`src/rtl/scope_pkg.sv`:
```
// Shared types and default constants for the scope capture controller.
package scope_pkg;

  typedef enum logic [1:0] {
    IDLE      = 2'd0,
    WAIT_TRIG = 2'd1,
    CAPTURE   = 2'd2,
    HOLD      = 2'd3
  } scope_state_t;

  localparam int DEF_SAMPLE_W = 16;
  localparam int DEF_ADDR_W   = 10;
  localparam int DEF_NSAMP    = 640;

endpackage

```
`src/rtl/scope_trig_detect.sv`:
```
// Slope trigger detector: keeps the previous sample and compares it, signed,
// against the trigger level; registers the one-cycle triggered pulse.
module scope_trig_detect
  import scope_pkg::*;
#(
  parameter int SAMPLE_W = DEF_SAMPLE_W
) (
  input  logic                       clk,
  input  logic                       resetn,
  input  logic                       clear,
  input  logic                       sample_en,
  input  logic                       force_trig,
  input  logic                       slope,
  input  logic signed [SAMPLE_W-1:0] level,
  input  logic signed [SAMPLE_W-1:0] cur,
  output logic                       hit,
  output logic                       triggered
);

  logic signed [SAMPLE_W-1:0] prev;
  logic                       prev_valid;
  logic                       rise;
  logic                       fall;

  // Edge qualification; the first sample after entry only primes prev
  always_comb begin
    rise = (prev < level) && (cur >= level);
    fall = (prev > level) && (cur <= level);
    hit  = 1'b0;
    if (sample_en) begin
      hit = force_trig || (prev_valid && (slope ? fall : rise));
    end else begin
      hit = 1'b0;
    end
  end

  // Previous-sample history and registered trigger pulse
  always_ff @(posedge clk) begin
    if (resetn) begin
      prev       <= '0;
      prev_valid <= 1'b0;
      triggered  <= 1'b0;
    end else begin
      triggered <= hit;
      if (clear) begin
        prev_valid <= 1'b0;
      end else if (sample_en) begin
        prev       <= cur;
        prev_valid <= 1'b1;
      end else begin
        prev_valid <= prev_valid;
      end
    end
  end

endmodule

```
`src/rtl/scope_capture_ctrl.sv`:
```
// Oscilloscope capture controller: trigger search, NSAMP-sample buffer fill, hold
// until the display acknowledges. Optional auto-trigger via SCOPE_AUTOTRIG_EN.
module scope_capture_ctrl
  import scope_pkg::*;
#(
  parameter int SAMPLE_W = DEF_SAMPLE_W,
  parameter int ADDR_W   = DEF_ADDR_W,
  parameter int NSAMP    = DEF_NSAMP,
  parameter int TIMEOUT  = 4096
) (
  input  logic                       clk,
  input  logic                       resetn,
  input  logic                       enable,
  input  logic                       arm,
  input  logic                       channel_sel,
  input  logic signed [SAMPLE_W-1:0] trig_level,
  input  logic                       trig_slope,
  input  logic                       s_valid,
  input  logic signed [SAMPLE_W-1:0] s_left,
  input  logic signed [SAMPLE_W-1:0] s_right,
  input  logic                       disp_ack,
  output logic                       wr_en,
  output logic [ADDR_W-1:0]          wr_addr,
  output logic [SAMPLE_W-1:0]        wr_data,
  output logic                       busy,
  output logic                       done,
  output logic                       triggered
);

  localparam logic [ADDR_W-1:0] LAST_ADDR = ADDR_W'(NSAMP - 1);

  scope_state_t               state;
  logic [ADDR_W-1:0]          addr_cnt;
  logic signed [SAMPLE_W-1:0] cur;
  logic                       sample_en;
  logic                       clear;
  logic                       hit;
  logic                       force_trig;

  assign cur       = channel_sel ? s_right : s_left;
  assign sample_en = enable && s_valid && (state == WAIT_TRIG);
  assign clear     = (!enable) || (state != WAIT_TRIG);

`ifdef SCOPE_AUTOTRIG_EN
  localparam int TO_W = $clog2(TIMEOUT + 1);
  logic [TO_W-1:0] to_cnt;

  // Counts strobes seen while searching; the TIMEOUT-th one forces a trigger
  always_ff @(posedge clk) begin
    if (resetn) begin
      to_cnt <= '0;
    end else if (clear) begin
      to_cnt <= '0;
    end else if (s_valid) begin
      to_cnt <= to_cnt + TO_W'(1);
    end else begin
      to_cnt <= to_cnt;
    end
  end

  assign force_trig = (to_cnt == TO_W'(TIMEOUT - 1));
`else
  assign force_trig = 1'b0;
`endif

  scope_trig_detect #(
    .SAMPLE_W (SAMPLE_W)
  ) u_trig (
    .clk        (clk),
    .resetn     (resetn),
    .clear      (clear),
    .sample_en  (sample_en),
    .force_trig (force_trig),
    .slope      (trig_slope),
    .level      (trig_level),
    .cur        (cur),
    .hit        (hit),
    .triggered  (triggered)
  );

  // Main FSM; write strobe and status flags are registered with the state
  always_ff @(posedge clk) begin
    if (resetn) begin
      state    <= IDLE;
      addr_cnt <= '0;
      wr_en    <= 1'b0;
      wr_addr  <= '0;
      wr_data  <= '0;
      busy     <= 1'b0;
      done     <= 1'b0;
    end else begin
      wr_en <= 1'b0;
      if (!enable) begin
        state <= IDLE;
        busy  <= 1'b0;
        done  <= 1'b0;
      end else begin
        case (state)
          IDLE: begin
            if (arm) begin
              state <= WAIT_TRIG;
              busy  <= 1'b1;
            end
          end
          WAIT_TRIG: begin
            if (hit) begin
              wr_en    <= 1'b1;
              wr_addr  <= '0;
              wr_data  <= cur;
              addr_cnt <= ADDR_W'(1);
              if (NSAMP == 1) begin
                state <= HOLD;
                busy  <= 1'b0;
                done  <= 1'b1;
              end else begin
                state <= CAPTURE;
              end
            end
          end
          CAPTURE: begin
            if (s_valid) begin
              wr_en   <= 1'b1;
              wr_addr <= addr_cnt;
              wr_data <= cur;
              // Stop at the last slot; the address never wraps
              if (addr_cnt == LAST_ADDR) begin
                state <= HOLD;
                busy  <= 1'b0;
                done  <= 1'b1;
              end else begin
                addr_cnt <= addr_cnt + ADDR_W'(1);
              end
            end
          end
          HOLD: begin
            if (disp_ack || arm) begin
              state <= WAIT_TRIG;
              busy  <= 1'b1;
              done  <= 1'b0;
            end
          end
          default: begin
            state <= IDLE;
            busy  <= 1'b0;
            done  <= 1'b0;
          end
        endcase
      end
    end
  end

endmodule

```
`config.mk`:
```
export PLATFORM = sky130hd
export DESIGN_NAME = scope_capture_ctrl
export DESIGN_NICKNAME = d
export VERILOG_FILES = /design/src/rtl/scope_pkg.sv /design/src/rtl/scope_trig_detect.sv /design/src/rtl/scope_capture_ctrl.sv
export SDC_FILE = /design/constraint.sdc
export NUM_CORES = 1
export LEC_CHECK = 0
export BUFFER_PORTS_ARGS = -buffer_cell sky130_fd_sc_hd__buf_4
export CELL_PAD_IN_SITES_DETAIL_PLACEMENT = 0
export CELL_PAD_IN_SITES_GLOBAL_PLACEMENT = 1
export CORE_UTILIZATION = 43
export CTS_CLUSTER_SIZE = 8
export DETAILED_ROUTE_END_ITERATION = 8
export PLACE_DENSITY = 0.95
export SETUP_SLACK_MARGIN = 0.4
export SYNTH_ARGS = -nofsm -noshare
export SYNTH_HDL_FRONTEND = slang
export SYNTH_SLANG_ARGS = --single-unit
```
`constraint.sdc`:
```
create_clock -name clk -period 6.71 [get_ports clk]
set_input_delay 0.671 -clock clk [delete_from_list [all_inputs] [get_ports clk]]
set_output_delay 0.671 -clock clk [all_outputs]
set_load 0.01 [all_outputs]
```
==> flow_summary_export.csv, run 1 <==
group,metric,value,unit
detailed_routing,drt_first_iter_violations,175,
final_layout,areaGrowthSynthToFinish,26.4,%
worst_setup_path,timing.critical_path.fanout_max,18,
final_layout,n_antenna_cell,0,
yosys,number_of_synthesized_flops_with_an_enable_pin,0,
detailed_routing,drc,0,
clock_tree,cts_inserted_buffers,9,
detailed_routing,drt.antenna.violating_nets,0,
yosys,syn-num-nets,506,
sta,finalHoldViolations,0,
final_layout,postLayoutCellArea,4440,um^2
worst_setup_path,regToRegStartpoint,"u_trig.prev[15]",
die,floorplan.initialDensity,44.9,%
sta,rsz_0062_raised_after_global_routing,"no",
sta,fmaxAchievable,243,MHz
yosys,synth_largest_area_cell,"dfxtp_1",
sta,final.period_utilization,61.3,%
detailed_routing,postRouteWirelength,9.03,mm
yosys,synth-seq-cells,59,
die,core_area,7810,um^2
worst_setup_path,cells_along_the_critical_path,"buf_4, mux2_2, ha_1, nand4_1, nor4_2, a211oi_1, o31ai_1, mux2_2, a221oi_2, or4_1, o32ai_2",
place,gp_congestion,0.957,
power,worst_ir_drop_vdd,0.112,mV
clock_tree,clock_latency_late_sink,0.34,ns
yosys,synth.distinct_cells,49,
worst_setup_path,timing.critical_path.to_type,"flop",
detailed_routing,drt-vias-per-instance,5.38,
global_routing,grt_usage,22.3,%
place,detailed_place.area,4220,um^2
yosys,cell_area_synth,3510,um^2
power,p_per_area,189,nW/um^2
clock_tree,clkSlewWorstSetupHoldPaths,0.07,ns
worst_setup_path,timing.critical_path.arrival,4.33,ns
place,io_buffer_count,85,
die,die_x,92.3,um
sta,max_slew_margin,25.9,%
worst_setup_path,reg2reg_slack,3.28,ns
detailed_routing,detail_route.first_pass.iterations,5,
clock_tree,holdBufCountCts,0,
yosys,synth-seq-area-share,33.7,%
die,placement_rows,32,
yosys,synthTopCellsByArea,"dfxtp_1, ha_1, nand2_1, mux2_2, mux2i_1",
clock_tree,clock_sinks,59,
global_routing,grt_pass1_vias,3083,
clock_tree,ctsRootBufferMaster,"clkbuf_8",
global_routing,maximum_number_of_pins_on_one_net_before_global_route_repair,51,
place,dp.final_hpwl,7.02,mm
run,cap_viol_max_count,0,
place,dp.cells,584,
worst_setup_path,cp.depth,11,
worst_setup_path,critical_path_end,"addr_cnt[7]",
clock_tree,clock_path_buffers,2,
clock_tree,post_cts_buffers,0,
detailed_routing,vias,3226,
hold_path,timing.hold.worst.class,"flop to flop",
worst_setup_path,crit_type,"input pin to flop",
worst_setup_path,depth_of_the_most_critical_reg_to_reg_path,9,
power,power.total,0.840,mW
final_layout,finish.net_count,587,
global_routing,grt_first_pass_wirelength,14.9,mm
yosys,yosys_most_used_dff,"dfxtp_1",
clock_tree,post_cts_resized,0,
yosys,synth_largest_type_area_fraction,33.7,%
yosys,synth_area_per_cell,8.52,um^2
clock_tree,depth_of_the_cts_h_tree,3,
final_layout,final_layout_size_suffix_gt1_share,27.3,%
worst_setup_path,critical-path-top-cell-by-count,"mux2_2",
die,dieArea,8520,um^2
sta,finalCriticalPeriod,4.11,ns
global_routing,global_route.overflow_total,0,
sta,hold_slack,0.450,ns
yosys,synthesis.yosys.warnings,0,
status,run_status,"finished, final reports clean",
power,p_leak,1.90,nW
global_routing,antenna_found_initial,0,
die,die_height,92.3,um
worst_setup_path,startpoint,"channel_sel",
final_layout,fin_cells,600,
sta,report.final.setup_viol,0,
worst_setup_path,worst_path_largest_cell_delay,0.93,ns
worst_setup_path,worst-endpoint-required,6.93,ns
worst_setup_path,start_kind,"input pin",
die,io-pin-count,86,
worst_setup_path,crit_family,"compound AO/OA/AOI/OAI gates",
worst_setup_path,worst-path-buf-inv,1,
yosys,synthCells,412,
worst_setup_path,r2r-end,"addr_cnt[7]",
sta,drv_slew,0,
sta,finalClockSkew,0.00391,ns
sta,worst_tran_pin_value,1.11,ns
yosys,async_flop_share,0,%
detailed_routing,wl_per_cell,15.0,um
sta,fin_tns_setup,0,ns
clock_tree,tritoncts,"yes",
worst_setup_path,cp_slowest_cell,"a221oi_2",
cell usage after synthesis (all sizes together), types with 2 or more instances:
cell type,n
nand2b,5
buf,4
and3,3
nor2,41
a21boi,2
a21o,5
o2bb2ai,10
o211ai,2
or4,2
a211oi,9
nor3,21
o21bai,2
a21oi,18
ha,38
nand2,64
mux2i,16
dfxtp,59
clkbuf,13
a22oi,2
nor2b,3
a31o,2
inv,26
mux2,18
o22ai,2
o31ai,3
o32ai,5
o21ai,6
nand3,11
nor4,2
nand4,4
or2,4
worst min path at each step:
stage                      startpoint         end  slack, ns  depth (start not counted)
after floorplan           addr_cnt[2]  wr_addr[2]       0.47                          1
after global placement     wr_addr[4]  wr_addr[4]       0.44                          2
after detailed placement   wr_addr[2]  wr_addr[2]       0.45                          2
after CTS                  wr_addr[2]  wr_addr[2]       0.46                          2
after global routing       wr_addr[8]  wr_addr[8]       0.48                          2
final                      wr_addr[2]  wr_addr[2]       0.45                          2
worst register-to-register path: cells and delay by family, from the launching register on:
kind / cells / cell delay [ns]
AOI/OAI and AO/OA: 4 / 1.50
adders and majority gates: 1 / 0.32
DFF: 1 / 0.32
and+or+nand+nor: 4 / 1.17
sequential cells by signal, indices dropped and copies added, names as in the netlist:
name               cells
addr_cnt              10
busy                   1
done                   1
state                  2
u_trig.prev           16
u_trig.prev_valid      1
u_trig.triggered       1
wr_addr               10
wr_data               16
wr_en                  1
stage by stage:
step                util (%)  setup slack (ns)
global placement        54.0              2.42
CTS                     56.8              2.62
global route            56.8              2.41
finish                  56.8              2.60
floorplan                  -              2.57
detailed placement      54.0              2.26
layout by cell type, fill, tap and decap left out, drive strengths merged, types with 2 or more instances in the layout:
cell type / instances
o32ai: 5
mux2: 18
or4: 2
nand2b: 5
a21boi: 2
a21o: 5
clkbuf: 9
nand4: 4
a22oi: 2
nor4: 2
inv: 26
a211oi: 9
ha: 38
nor2b: 3
a21oi: 18
mux2i: 16
o211ai: 2
o21ai: 6
o2bb2ai: 10
or2: 4
o21bai: 2
dfxtp: 59
nand2: 64
bufinv: 2
nand3: 11
a31o: 2
buf: 87
o22ai: 2
o31ai: 3
nor2: 41
nor3: 21
and3: 3
clkinvlp: 3
clkinv: 2
per-layer routing:
| metal | routed length [um] | track usage [%] | part of all wire (%) |
|---|---|---|---|
| met5 | 0 | 0 | 0 |
| met4 | 116 | 6.38 | 1.3 |
| met3 | 450 | 4.68 | 5.0 |
| met2 | 4100 | 34.6 | 45 |
| met1 | 4360 | 31.0 | 48 |
where the power goes:
part	switching, mW	internal [mW]	total [mW]	leakage [nW]
Sequential	0.00324	0.355	0.358	0.476
Clock	0.148	0.207	0.355	0.101
Combinational	0.0673	0.0594	0.127	1.32
layout make-up:
class,instances,area [um^2]
inverters,26,97.6
fillers,711,3370
multi-input cells,310,2160
repair buffers,87,653
well taps,102,128
clock inverters,7,92.6
clock buffers,9,124
flip-flops and latches,59,1180
logic make-up (layout without fill, tap and decap cells):
kind of cell,Yosys count,after routing,share of synthesized area [%]
buffers and inverters,43,129,4.78
flip-flops,59,59,33.7
AO/OA/AOI/OAI,75,75,16.6
adder cells (fa/ha/maj),38,38,13.6
AND/OR/NAND/NOR,163,163,21.0
multiplexers,34,34,10.3
(Power assumes the default switching activity.)
==> run 2: changes to the inputs <==
ABC_AREA = 1   (was unset)
CORE_UTILIZATION = 38   (was 43)
PLACE_DENSITY = 0.92   (was 0.95)
clock period = 3.8 ns   (was 6.71 ns; I/O delays follow)
==> flow_summary_export.csv, run 2 <==
group,metric,value,unit
worst_setup_path,timing.critical_path.arrival,3.38,ns
yosys,syn-num-nets,695,
die,dieArea,10600,um^2
place,dp.final_hpwl,7.55,mm
yosys,synthAdderAreaFrac,12.2,%
global_routing,global_route.overflow_total,0,
clock_tree,cts_inserted_buffers,9,
sta,rsz_0062_raised_after_global_routing,"no",
yosys,yosys_most_used_dff,"dfxtp_1",
sta,drv_slew,0,
yosys,synth_compound_gate_area_share,14.1,%
final_layout,mostFrequentLayoutCells,"nand2_1, inv_1, buf_4, a21oi_1, dfxtp_1",
sta,timing.final.ws_setup,0.694,ns
clock_tree,post_cts_resized,0,
clock_tree,depth_of_the_cts_h_tree,3,
place,io_buffer_count,85,
clock_tree,tritoncts,"yes",
global_routing,grt_pass1_vias,3431,
clock_tree,holdBufCountCts,0,
final_layout,final_core_util,49.2,%
yosys,synth_largest_area_cell,"dfxtp_1",
worst_setup_path,worst-endpoint-required,4.08,ns
final_layout,postLayoutCellArea,4860,um^2
worst_setup_path,timing.critical_path.to_type,"flop",
die,core_area,9860,um^2
yosys,synthCells,601,
yosys,post_synth_xor_area_fraction,0,%
global_routing,grt.met2_usage,32.2,%
yosys,simple_gate_fraction_of_synth_area,29.0,%
sta,report.final.setup_viol,0,
final_layout,finish.net_count,774,
detailed_routing,wl_per_cell,12.1,um
sta,worst_tran_pin_value,1.12,ns
final_layout,areaGrowthSynthToFinish,24.9,%
sta,fin_tns_setup,0,ns
die,placement_rows,36,
detailed_routing,drt_first_iter_violations,155,
sta,max_slew_margin,24.9,%
place,gp_congestion,0.850,
die,floorplan.initialDensity,39.4,%
sta,final.period_utilization,81.7,%
detailed_routing,vias,3827,
yosys,cell_area_synth,3890,um^2
global_routing,grt_first_pass_wirelength,15.6,mm
yosys,synth.area.mux_share,0,%
global_routing,grtUsageMet3,3.09,%
worst_setup_path,start_kind,"input pin",
sta,finalClockSkew,0.00879,ns
global_routing,grt_usage,19.1,%
yosys,synth_top_family_by_area,"simple AND/OR/NAND/NOR gates",
place,dp_worst_setup_slack,0.361,ns
yosys,synth.distinct_cells,26,
yosys,number_of_synthesized_flops_with_an_enable_pin,0,
detailed_routing,drt-vias-per-instance,4.68,
clock_tree,clock_sinks,59,
yosys,synth-seq-area-share,30.4,%
power,p_per_area,348,nW/um^2
detailed_routing,detail_route.first_pass.iterations,5,
sta,fmaxAchievable,322,MHz
hold_path,timing.hold.worst.class,"input pin to flop",
worst_setup_path,crit_type,"input pin to flop",
global_routing,antenna_found_initial,0,
place,detailed_place.area,4640,um^2
detailed_routing,postRouteWirelength,9.88,mm
sta,finalHoldViolations,0,
worst_setup_path,regToRegStartpoint,"state[0]",
status,run_status,"finished, final reports clean",
place,dp.cells,802,
detailed_routing,drt.antenna.violating_nets,0,
yosys,synthTopCellsByArea,"dfxtp_1, ha_1, nand2_1, inv_1, a21oi_1",
global_routing,top_usage_layer,"met2",
yosys,synth_area_per_cell,6.47,um^2
final_layout,n_antenna_cell,0,
yosys,yosys-top-cells-count,"nand2_1, inv_1, a21oi_1, dfxtp_1, nor2_1",
clock_tree,clock_latency_late_sink,0.34,ns
yosys,synthMostInstantiatedCell,"nand2_1",
clock_tree,ctsRootBufferMaster,"clkbuf_8",
global_routing,maximum_number_of_pins_on_one_net_before_global_route_repair,53,
clock_tree,clock_path_buffers,2,
die,die_x,103,um
power,power.total,1.69,mW
final_layout,reg.largest.list,"u_trig.prev x16, wr_data x16",
final_layout,final.fill_count,1043,
detailed_routing,drc,0,
die,die_height,103,um
final_layout,layout_commonest_cell,"nand2_1",
run,cap_viol_max_count,0,
yosys,synth_largest_type_area_fraction,30.4,%
clock_tree,post_cts_buffers,0,
power,p_leak,2.46,nW
final_layout,final_layout_size_suffix_gt1_share,19.3,%
sta,finalCriticalPeriod,3.11,ns
power,worst_ir_drop_vdd,0.205,mV
final_layout,fin_cells,817,
sta,hold_slack,0.253,ns
worst_setup_path,timing.critical_path.fanout_max,50,
yosys,async_flop_share,0,%
global_routing,use_met1,23.8,%
hold_path,holdCritStartpoint,"resetn",
yosys,synthesis.yosys.warnings,0,
yosys,synth-seq-cells,59,
worst_setup_path,startpoint,"channel_sel",
die,io-pin-count,86,
clock_tree,clkSlewWorstSetupHoldPaths,0.07,ns
run 2: path summary, 6_finish.rpt:
kind,end,slack (ns),cells past startpoint
worst max-delay path,wr_data[11],0.69,18
worst min-delay path,u_trig.prev_valid,0.25,2
worst max register to register,wr_data[11],0.95,7
worst min register to register,u_trig.prev[13],0.45,2
run 2: layout make-up:
cell class,count,area [um^2],share of cell area [%]
Clock buffer,10,138,2.83
Inverter,116,435,8.96
Sequential cell,59,1180,24.3
Timing Repair Buffer,92,691,14.2
Clock inverter,5,77.6,1.60
Multi-Input combinational cell,402,2170,44.6
Tap cell,133,166,3.43
run 2: cells by family after synthesis:
family          count (synthesis)
simple gates                  257
buf+inv                       140
compound gates                107
flops                          59
fa+ha+maj                      38
run 2: routing by layer:
metal  part of all wire, %  wire length, um
met5                     0                0
met4                   2.4              235
met3                   5.4              538
met2                    46             4550
met1                    46             4560
run 2: power breakdown:
part / switching [mW] / internal (mW)
Sequential: 0.0217 / 0.650
Clock: 0.256 / 0.381
Combinational: 0.225 / 0.157
Total: 0.502 / 1.19
run 2: critical path: stages:
cell	delay [ns]
buf_4	0.20
o21ai_0	0.52
inv_1	0.13
ha_1	0.31
a21oi_1	0.20
o21ai_1	0.08
a21oi_1	0.16
nand2_1	0.07
nand2_1	0.07
nand2_1	0.05
nand2_1	0.05
nand2_1	0.04
nand2_1	0.09
nand3_4	0.12
o21ai_4	0.42
buf_4	0.26
a21oi_1	0.07
nor2_1	0.12
